**config.mk**
```make
export PLATFORM = sky130hd
export DESIGN_NAME = cpu_exec_ctrl_flat
export DESIGN_NICKNAME = d
export VERILOG_FILES = /design/src/rtl/cpu_exec_ctrl_if.sv /design/src/rtl/cpu_exec_ctrl.sv /design/src/flat_wrapper.sv
export SDC_FILE = /design/constraint.sdc
export NUM_CORES = 1
export LEC_CHECK = 0
export CORE_AREA = 2 2 67 69
export DETAILED_ROUTE_END_ITERATION = 8
export DIE_AREA = 0 0 69 71
export GPL_TIMING_DRIVEN = 0
export HOLD_SLACK_MARGIN = 0.06
export PLACE_DENSITY = 0.77
export SLEW_MARGIN = 25
export SYNTH_ARGS = -nofsm -noshare
export SYNTH_HDL_FRONTEND = slang
export SYNTH_SLANG_ARGS = --single-unit
```
**constraint.sdc**
```tcl
create_clock -name BasysCLK -period 2.3 [get_ports BasysCLK]
set_input_delay 0.46 -clock BasysCLK [delete_from_list [all_inputs] [get_ports BasysCLK]]
set_output_delay 0.46 -clock BasysCLK [all_outputs]
set_load 0.05 [all_outputs]
```
**src/rtl/cpu_exec_ctrl_if.sv**
```systemverilog
// Button, switch, halt and CPU-control bundle for cpu_exec_ctrl.
// The master side drives the inputs and the slave side is the sequencer.
// Build macro BREAKPOINT_EN adds the pc/bp_addr/bp_valid inputs and the bp_hit output.
interface cpu_exec_ctrl_if #(
    parameter int CNT_W = 16
);
    logic             CLKButton;
    logic [1:0]       SW_mode;
    logic             halt;
    logic             cpu_ce;
    logic             cpu_rst_n;
    logic [1:0]       ctrl_state;
    logic [CNT_W-1:0] step_count;
`ifdef BREAKPOINT_EN
    logic [31:0]      pc;
    logic [31:0]      bp_addr;
    logic             bp_valid;
    logic             bp_hit;

    modport master (
        output CLKButton, SW_mode, halt, pc, bp_addr, bp_valid,
        input  cpu_ce, cpu_rst_n, ctrl_state, step_count, bp_hit
    );
    modport slave (
        input  CLKButton, SW_mode, halt, pc, bp_addr, bp_valid,
        output cpu_ce, cpu_rst_n, ctrl_state, step_count, bp_hit
    );
`else
    modport master (
        output CLKButton, SW_mode, halt,
        input  cpu_ce, cpu_rst_n, ctrl_state, step_count
    );
    modport slave (
        input  CLKButton, SW_mode, halt,
        output cpu_ce, cpu_rst_n, ctrl_state, step_count
    );
`endif
endinterface

```
**src/rtl/cpu_exec_ctrl.sv**
```systemverilog
// Execution sequencer for the Basys3 single-cycle CPU.
// Debounces the step button, picks step/slow/fast/pause mode from the switches,
// produces a one-cycle clock enable for the datapath, sequences the CPU reset
// after board reset, stops on halt and counts issued enables.
// Build macro BREAKPOINT_EN adds a pc breakpoint that drops RUN back to single-step.
//
// state | meaning
// ------+-------------------------------------------------------------
// HOLD  | CPU held in reset for RST_HOLD cycles after board reset
// STEP  | one enable per debounced button press (mode 00), none in pause (11)
// RUN   | free-running enable every SLOW_DIV (01) or FAST_DIV (10) cycles
// HALT  | CPU executed halt; only a board reset leaves this state
module cpu_exec_ctrl #(
    parameter int DEB_CYCLES = 16,
    parameter int SLOW_DIV   = 8,
    parameter int FAST_DIV   = 2,
    parameter int RST_HOLD   = 4,
    parameter int CNT_W      = 16
) (
    input  logic           BasysCLK,
    input  logic           RST_Button,
    cpu_exec_ctrl_if.slave bus
);

    typedef enum logic [1:0] {
        S_HOLD = 2'b00,
        S_STEP = 2'b01,
        S_RUN  = 2'b10,
        S_HALT = 2'b11
    } state_t;

    localparam int MAX_DIV = (SLOW_DIV > FAST_DIV) ? SLOW_DIV : FAST_DIV;
    localparam int DEB_W   = $clog2(DEB_CYCLES + 1);
    localparam int DIV_W   = $clog2(MAX_DIV + 1);
    localparam int HOLD_W  = $clog2(RST_HOLD + 1);

    localparam logic [DEB_W-1:0]  DEB_TC  = DEB_W'(DEB_CYCLES - 1);
    localparam logic [DIV_W-1:0]  SLOW_TC = DIV_W'(SLOW_DIV - 1);
    localparam logic [DIV_W-1:0]  FAST_TC = DIV_W'(FAST_DIV - 1);
    localparam logic [HOLD_W-1:0] HOLD_TC = HOLD_W'(RST_HOLD - 1);

    state_t            state;
    state_t            state_nxt;

    logic              btn_meta;
    logic              btn_sync;
    logic              btn_deb;
    logic              btn_deb_q;
    logic [DEB_W-1:0]  deb_cnt;
    logic              step_req;
    logic              req_q;

    logic [1:0]        sw_reg;
    logic [1:0]        mode_eff;
    logic              mode_chg;
    logic              run_mode;

    logic [DIV_W-1:0]  div_cnt;
    logic [DIV_W-1:0]  div_tc;
    logic              div_hit;

    logic [HOLD_W-1:0] hold_cnt;
    logic              hold_done;

    logic              ce_raw;
    logic [CNT_W-1:0]  step_count;

`ifdef BREAKPOINT_EN
    logic              bp_match;
    logic              bp_take;
    logic              bp_ovr;
    logic              bp_hit_q;
`endif

    // A raw switch value differing from the registered one is a mode change.
    assign mode_chg = (bus.SW_mode != sw_reg);

`ifdef BREAKPOINT_EN
    // After a breakpoint the sequencer behaves as if step mode were selected
    // until the operator moves the switches again.
    assign mode_eff = bp_ovr ? 2'b00 : sw_reg;
    assign bp_match = bus.bp_valid && (bus.pc == bus.bp_addr);
`else
    assign mode_eff = sw_reg;
`endif

    assign run_mode  = (mode_eff == 2'b01) || (mode_eff == 2'b10);
    assign div_tc    = (mode_eff == 2'b01) ? SLOW_TC : FAST_TC;
    assign div_hit   = (div_cnt == div_tc);
    assign hold_done = (hold_cnt == HOLD_TC);
    assign step_req  = btn_deb & ~btn_deb_q;

    // Two-flop synchroniser for the raw button.
    always_ff @(posedge BasysCLK or negedge RST_Button) begin
        if (!RST_Button) begin
            btn_meta <= 1'b0;
            btn_sync <= 1'b0;
        end else begin
            btn_meta <= bus.CLKButton;
            btn_sync <= btn_meta;
        end
    end

    // Debouncer: the synced level must disagree with the debounced level for
    // DEB_CYCLES consecutive samples before it is accepted.
    always_ff @(posedge BasysCLK or negedge RST_Button) begin
        if (!RST_Button) begin
            deb_cnt   <= '0;
            btn_deb   <= 1'b0;
            btn_deb_q <= 1'b0;
        end else begin
            btn_deb_q <= btn_deb;
            if (btn_sync == btn_deb) begin
                deb_cnt <= '0;
            end else if (deb_cnt == DEB_TC) begin
                btn_deb <= btn_sync;
                deb_cnt <= '0;
            end else begin
                deb_cnt <= deb_cnt + DEB_W'(1);
            end
        end
    end

    // Registered switch mode.
    always_ff @(posedge BasysCLK or negedge RST_Button) begin
        if (!RST_Button) begin
            sw_reg <= 2'b00;
        end else begin
            sw_reg <= bus.SW_mode;
        end
    end

    // Step request register; requests outside single-step or during a mode
    // change are discarded rather than queued.
    always_ff @(posedge BasysCLK or negedge RST_Button) begin
        if (!RST_Button) begin
            req_q <= 1'b0;
        end else begin
            req_q <= step_req && (state == S_STEP) && (mode_eff == 2'b00) && !mode_chg;
        end
    end

    // Run divider: counts 0..DIV-1 in RUN, restarts on any mode change.
    always_ff @(posedge BasysCLK or negedge RST_Button) begin
        if (!RST_Button) begin
            div_cnt <= '0;
        end else if ((state != S_RUN) || mode_chg || div_hit) begin
            div_cnt <= '0;
        end else begin
            div_cnt <= div_cnt + DIV_W'(1);
        end
    end

    // CPU reset hold timer, only advances while in HOLD.
    always_ff @(posedge BasysCLK or negedge RST_Button) begin
        if (!RST_Button) begin
            hold_cnt <= '0;
        end else if ((state == S_HOLD) && !hold_done) begin
            hold_cnt <= hold_cnt + HOLD_W'(1);
        end
    end

    // FSM state register.
    always_ff @(posedge BasysCLK or negedge RST_Button) begin
        if (!RST_Button) begin
            state <= S_HOLD;
        end else begin
            state <= state_nxt;
        end
    end

    // FSM next state and enable; halt has priority over any pending pulse.
    always_comb begin
        state_nxt = state;
        ce_raw    = 1'b0;
`ifdef BREAKPOINT_EN
        bp_take   = 1'b0;
`endif
        case (state)
            S_HOLD: begin
                if (hold_done) begin
                    state_nxt = run_mode ? S_RUN : S_STEP;
                end
            end
            S_STEP: begin
                if (bus.halt) begin
                    state_nxt = S_HALT;
                end else if (run_mode) begin
                    state_nxt = S_RUN;
                end else if ((mode_eff == 2'b00) && req_q) begin
                    ce_raw = 1'b1;
                end
            end
            S_RUN: begin
                if (bus.halt) begin
                    state_nxt = S_HALT;
`ifdef BREAKPOINT_EN
                end else if (bp_match) begin
                    state_nxt = S_STEP;
                    bp_take   = 1'b1;
`endif
                end else if (!run_mode) begin
                    state_nxt = S_STEP;
                end else if (div_hit) begin
                    ce_raw = 1'b1;
                end
            end
            S_HALT: begin
                state_nxt = S_HALT;
            end
            default: begin
                state_nxt = S_HOLD;
            end
        endcase
    end

    // Executed-instruction counter, wraps naturally at CNT_W bits.
    always_ff @(posedge BasysCLK or negedge RST_Button) begin
        if (!RST_Button) begin
            step_count <= '0;
        end else if (ce_raw) begin
            step_count <= step_count + CNT_W'(1);
        end
    end

`ifdef BREAKPOINT_EN
    // Breakpoint hit pulse and the step-mode override it leaves behind.
    always_ff @(posedge BasysCLK or negedge RST_Button) begin
        if (!RST_Button) begin
            bp_ovr   <= 1'b0;
            bp_hit_q <= 1'b0;
        end else begin
            bp_hit_q <= bp_take;
            if (bp_take) begin
                bp_ovr <= 1'b1;
            end else if (mode_chg) begin
                bp_ovr <= 1'b0;
            end
        end
    end

    assign bus.bp_hit = bp_hit_q;
`endif

    assign bus.cpu_ce     = ce_raw;
    assign bus.cpu_rst_n  = (state != S_HOLD);
    assign bus.ctrl_state = state;
    assign bus.step_count = step_count;

endmodule

```
**src/flat_wrapper.sv**
```systemverilog
// flat-port wrapper written by rule: the top's interface ports become plain ports
module cpu_exec_ctrl_flat 
#(
    parameter int DEB_CYCLES = 16,
    parameter int SLOW_DIV   = 8,
    parameter int FAST_DIV   = 2,
    parameter int RST_HOLD   = 4,
    parameter int CNT_W      = 16
)
  (BasysCLK, RST_Button, bus_CLKButton, bus_SW_mode, bus_halt, bus_cpu_ce, bus_cpu_rst_n, bus_ctrl_state, bus_step_count);
  cpu_exec_ctrl_if #(.CNT_W(CNT_W)) bus_i ();
  input  logic BasysCLK;
  input  logic RST_Button;
  input wire logic [$bits(bus_i.CLKButton)-1:0] bus_CLKButton;
  input wire logic [$bits(bus_i.SW_mode)-1:0] bus_SW_mode;
  input wire logic [$bits(bus_i.halt)-1:0] bus_halt;
  output wire logic [$bits(bus_i.cpu_ce)-1:0] bus_cpu_ce;
  output wire logic [$bits(bus_i.cpu_rst_n)-1:0] bus_cpu_rst_n;
  output wire logic [$bits(bus_i.ctrl_state)-1:0] bus_ctrl_state;
  output wire logic [$bits(bus_i.step_count)-1:0] bus_step_count;
  assign bus_i.CLKButton = bus_CLKButton;
  assign bus_i.SW_mode = bus_SW_mode;
  assign bus_i.halt = bus_halt;
  assign bus_cpu_ce = bus_i.cpu_ce;
  assign bus_cpu_rst_n = bus_i.cpu_rst_n;
  assign bus_ctrl_state = bus_i.ctrl_state;
  assign bus_step_count = bus_i.step_count;
  cpu_exec_ctrl #(.DEB_CYCLES(DEB_CYCLES), .SLOW_DIV(SLOW_DIV), .FAST_DIV(FAST_DIV), .RST_HOLD(RST_HOLD), .CNT_W(CNT_W)) u_core (.BasysCLK(BasysCLK), .RST_Button(RST_Button), .bus(bus_i));
endmodule
```
## Yosys cells after proc, flatten, opt, wreduce, memory -nomap -nowiden

Cells that the tools add are included.

- Register bits after elaboration: 37
- Input port bits: 6
- Output and inout port bits: 20
- Word-level logic and storage cells: 65

- $add $sub $neg: 4
- Eq/ne operators: 14
- Muxes and demuxes: 18
- Bitwise operators: 3
- Reductions and logical operators: 15

Operators with widths:

| operator | number |
|---|---|
| adder 16 x 1 -> 16 bit, second input constant | 1 |
| 2-to-1 mux 2 bit | 6 |
| 2-to-1 mux 5 bit | 2 |
| case mux 2 bit (4 select lines) | 1 |
| equality test 2 bit, second input constant | 3 |
| 2-to-1 mux 1 bit | 6 |
| adder 5 x 1 -> 5 bit, second input constant | 1 |
| equality test 5 x 4 -> 1 bit, second input constant | 1 |
| logical AND 1 bit | 5 |
| adder 4 x 1 -> 4 bit, second input constant | 1 |
| equality test 2 x 1 -> 1 bit, second input constant | 2 |
| equality test 4 bit | 1 |
| zero test 2 bit | 2 |
| 2-to-1 mux 4 bit | 1 |
| adder 3 x 1 -> 3 bit, second input constant | 1 |
| equality test 3 x 2 -> 1 bit, second input constant | 1 |
| logical OR 1 bit | 3 |
| 2-to-1 mux 3 bit | 1 |
| != test 3 x 2 -> 1 bit, second input constant | 1 |
| != test 3 bit, second input constant | 1 |
| AND reduction 3 bit | 1 |
| zero test 1 bit | 2 |
| != test 2 x 1 -> 1 bit, second input constant | 1 |
| != test 2 bit | 1 |
| other kinds (7) | 8 |

## Logic depth before layout (Yosys ltp)

- Word-level depth: 7
- Depth in mapped cells: 7
- Gate-level depth less buffers: 6

## Least setup slack after synthesis

Ideal clock, no wire load.

- Kind: reg2out
- Start: register u_core.state[0] (netlist: u_core.bus.ctrl_state[0])
- End: output bus_cpu_ce
- Arrival time: 1.976 ns
- Required time: 1.840 ns
- Slack: -0.136 ns
- Stages on the path, launching flop included: 7
- Buffers on the path: 0
- Cell sequence: dfrtp_1 > inv_1 > ha_1 > nor2b_1 > o2111a_2 > nor2_1 > inv_1

- Longest elaborated chain between the ends: 2
- Elaborated cells between the ends (all ways): 3
- Classes of those cells: eq/ne: 2; mux: 1

Ends and longest elaborated chain:

| what | line | RTL |
|---|---|---|
| start, declared | cpu_exec_ctrl.sv:42 | `state_t state;` |
| start signal, assigned | cpu_exec_ctrl.sv:168 | `state <= state_nxt;` |
| equality test 2 bit / equality test 2 x 1 -> 1 bit (equally long branches) | cpu_exec_ctrl.sv:179 | `case (state)` |
| case mux 1 bit (2 select lines) * | cpu_exec_ctrl.sv:179 |  |
| end, declared | flat_wrapper.sv:17 | `output wire logic [$bits(bus_i.cpu_ce)-1:0] bus_cpu_ce;` |

Mark *: on every way between the ends. The rest lies on a longest branch, timed or not.

## Final worst setup path

- Start: register u_core.sw_reg[0] (netlist: u_core.mode_eff[0])
- End: output bus_cpu_ce

- Longest elaborated chain between the ends: 7
- Elaborated cells between the ends (all ways): 14
- Classes of those cells: eq/ne: 3; mux: 8; reduce/logical: 3

Ends and longest elaborated chain:

| what | line | RTL |
|---|---|---|
| start, declared | cpu_exec_ctrl.sv:53 | `logic [1:0] sw_reg;` |
| start signal, assigned | cpu_exec_ctrl.sv:129 | `sw_reg <= bus.SW_mode;` |
| equality test 2 x 1 -> 1 bit | cpu_exec_ctrl.sv:87, cpu_exec_ctrl.sv:88 |  |
| 2-to-1 mux 3 bit | cpu_exec_ctrl.sv:88 | `assign div_tc = (mode_eff == 2'b01) ? SLOW_TC : FAST_TC;` |
| equality test 4 bit | cpu_exec_ctrl.sv:89 | `assign div_hit = (div_cnt == div_tc);` |
| 2-to-1 mux 1 bit | cpu_exec_ctrl.sv:204 | `end else if (div_hit) begin` |
| 2-to-1 mux 1 bit | cpu_exec_ctrl.sv:202 | `end else if (!run_mode) begin` |
| 2-to-1 mux 1 bit | cpu_exec_ctrl.sv:195 | `if (bus.halt) begin` |
| case mux 1 bit (2 select lines) * | cpu_exec_ctrl.sv:179 |  |

Marked as above.

==> flow_metrics.env <==
export IMPL_grt_max_degree=27
export IMPL_worst_pin_slew_ps=470
export IMPL_syn_area_sq_mm=0.00182
export IMPL_finalCritPeriodShare_pct=97.7
export IMPL_synth_top_cell_by_area="dfrtp_1"
export IMPL_clk_pin_slew_ps=70
export IMPL_arrival_ps=1790
export IMPL_leakage_nw=1.07
export IMPL_htreeDepth=2
export IMPL_path_class="register to output port"
export IMPL_fin_cells=255
export IMPL_utilization_pct=56.6
export IMPL_placed_area_sq_mm=0.00215
export IMPL_cp_slowest_cell="dfrtp_1"
export IMPL_min_period_ps=2250
export IMPL_nets=220
export IMPL_detailed_place_hpwl_um=2420
export IMPL_synth_edf_count=0
export IMPL_cp_end_kind="output port"
export IMPL_ios=26
export IMPL_outcome="completed"
export IMPL_nFillCells=375
export IMPL_worstPathCellList="inv_2, ha_4, and4b_1, and2_4, nor2_4, inv_2, buf_6"
export IMPL_r2r_end="u_core.bus.step_count[13]"
export IMPL_synth_warnings=0
export IMPL_cts_buffer_depth=2
export IMPL_grt_pass1_wl_um=6070
export IMPL_start_util_pct=43.3
export IMPL_synthArstFlopShare_pct=100
export IMPL_ys_seq_area_share_pct=50.9
export IMPL_fin_skew_ps=3.57
export IMPL_track_usage_pct=15.7
export IMPL_ff2ff_setup_slack_ps=390
export IMPL_grt_remaining_overflow=0
export IMPL_vias=1336
export IMPL_worstHoldPathCells=0
export IMPL_io_buffers=25
export IMPL_syn_nets=177
export IMPL_path_delay_family="simple AND/OR/NAND/NOR gates"
export IMPL_drv_slew=0
export IMPL_cts_root_buffer="clkbuf_8"
export IMPL_drtPass1Iterations=4
export IMPL_worstReg2RegStart="u_core.mode_eff[0]"
export IMPL_ff2ff_path_depth=8
export IMPL_routabilityCongestion=0.775
export IMPL_peakVddDrop_v=0.000376
export IMPL_critPathMaxFanout=6
export IMPL_required_ps=1840
export IMPL_routedWlPerCell_um=14.1
export IMPL_worst_path_most_repeated_cell="inv_2"
export IMPL_cts_buffers=5
export IMPL_max_stage_delay_ps=400
export IMPL_totalWireLength_um=3590
export IMPL_fmax_mhz=445
export IMPL_avgViaCountPerCell=5.24
export IMPL_cp_start_kind="register"
export IMPL_drcViolationCount=0
export IMPL_hold_viol=0
export IMPL_antenna_found_initial=0
export IMPL_insertion_delay_ps=290
export IMPL_syn2layout_area_growth_pct=30.7
export IMPL_die_w_um=69
export IMPL_cts_tree="yes"
export IMPL_final_area_sq_mm=0.00238
export IMPL_drtAntennaViolNets=0
export IMPL_synthTopCellsByArea="dfrtp_1 51%, ha_1 8.3%, xnor2_1 7.2%"
export IMPL_setup_viol=0
export IMPL_grt_pass1_vias=1258
export IMPL_postSynthCellCount=159
export IMPL_hold_class="register to register"
export IMPL_yosysTopAreaCellShare_pct=50.9
export IMPL_drive_gt1_share_pct=19.7
export IMPL_die_h_um=71
export IMPL_num_antenna_cells=0
export IMPL_core_area_sq_mm=0.00420
export IMPL_setup_slack_ps=53.3
export IMPL_synth_ff_type="dfrtp_1"
export IMPL_synthTopCellsByCount="37 x dfrtp_1, 15 x xnor2_1, 12 x ha_1"
export IMPL_avgSynthCellArea_sq_um=11.4
export IMPL_max_cap_violations=0
export IMPL_yosysMostFrequentCell="dfrtp_1"
export IMPL_critPathBufInv=3
export IMPL_rows=24
export IMPL_cts_sinks=37
export IMPL_relSlewSlack_pct=67.8
export IMPL_hold_start="u_core.btn_meta"
export IMPL_dieArea_sq_mm=0.00490
export IMPL_dpl_cell_count=237
export IMPL_worst_hold_path_endpoint="u_core.btn_sync"
export IMPL_yosys_register_bits=37
export IMPL_netlist_cell_type_count=31
export IMPL_dp_slack_ps=-619
export IMPL_power_per_cell_area_mw_per_mm2=739
export IMPL_drt_iter0_markers=57
[cell type report]
cell class	count	area, sq um	share of cell area [%]
well taps	52	65.1	2.74
repair buffers	36	343	14.4
clock buffers	7	96.3	4.05
clock inverters	1	5.00	0.210
flip-flops and latches	37	928	39.0
plain buffers	2	16.3	0.684
multi-input cells	112	895	37.6
inverters	8	30.0	1.26
[through the flow]
step	setup TNS, ps	hold slack, ps	power (mW)
2_1_floorplan	0	164	1.05
3_3_place_gp	-3000	332	1.18
3_5_place_dp	-619	336	1.20
4_1_cts	0	352	1.70
5_1_grt	-3.08	364	1.86
6_report	0	349	1.76
[repair_timing]
item                                   CTS  global route
setup endpoints to repair                2             1
hold buffers                             1             0
pin swaps                                1             2
resized for setup                       13             9
endpoints found under the hold margin   11             0
setup buffers                            1             8
[how the worst max path moves through the flow]
stage	slack [ps]	from	end	depth (start not counted)
final	50	u_core.mode_eff[0]	bus_cpu_ce	7
after global routing	-3	u_core.mode_eff[0]	bus_cpu_ce	7
after CTS	3	u_core.bus.ctrl_state[1]	bus_cpu_ce	7
after detailed placement	-620	bus_halt	bus_cpu_ce	6
after global placement	-600	bus_halt	bus_cpu_ce	6
after floorplan	40	u_core.bus.ctrl_state[0]	bus_cpu_ce	6
[worst register-to-register path: stages (launching register included)]
cell	delay, ps
dfrtp_1	400
inv_2	60
ha_4	290
and4b_1	220
and2_4	190
buf_4	130
buf_2	170
o2111ai_1	230
xnor2_1	140
[power by group]
part	leakage (nW)	internal, mW	switching [mW]	total (mW)
registers	0.488	0.690	0.0451	0.735
clock network	0.0542	0.271	0.228	0.498
logic	0.527	0.220	0.304	0.524
[flip-flops by register name, summed over array words and instances, names as in the netlist]
signal	count
u_core.div_cnt	4
u_core.hold_cnt	3
u_core.btn_deb	1
u_core.req_q	1
u_core.bus.step_count	16
u_core.mode_eff	2
u_core.btn_meta	1
u_core.bus.ctrl_state	2
u_core.deb_cnt	5
u_core.btn_deb_q	1
u_core.btn_sync	1
[per-layer routing]
metal / share of wire (%) / routed length [um] / up-vias / track usage, %
met1: 46 / 1660 / 641 / 20.5
li1: - / - / 655 / -
met5: 0 / 0 / - / 0
met2: 47 / 1700 / 30 / 24.4
met4: 2.6 / 94 / 0 / 9.15
met3: 3.7 / 134 / 10 / 3.42
[kinds of logic after synthesis]
group                    after synthesis  share of synthesized area, %
buffers and inverters                 10                          2.54
XOR/XNOR                              23                          11.1
adder cells (fa/ha/maj)               12                          8.25
AND/OR/NAND/NOR                       47                          14.8
AO/OA/AOI/OAI                         26                          10.0
flip-flops                            37                          50.9
multiplexers                           4                          2.41
[cell usage in the layout, fill, tap and decap left out, types with 2 or more instances in the layout]
cell type        count
and4_1               3
nor3_1               3
and2_1               5
o2111ai_1            5
buf_4                9
ha_1                 9
inv_2                4
and3_1               5
nor2_1               9
clkbuf_8             7
buf_2                2
dfrtp_1             35
buf_6                2
dfrtp_2              2
clkdlybuf4s50_1     22
nand3_1              7
xnor2_1             15
ha_4                 2
xor2_1               8
nand2_1              3
inv_1                4
mux2_2               3
a211oi_1             2
o211ai_1             6
o21ai_0              7
nand4_1              3
a21oi_1              3
No activity file was read; power rests on OpenSTA's default activity.
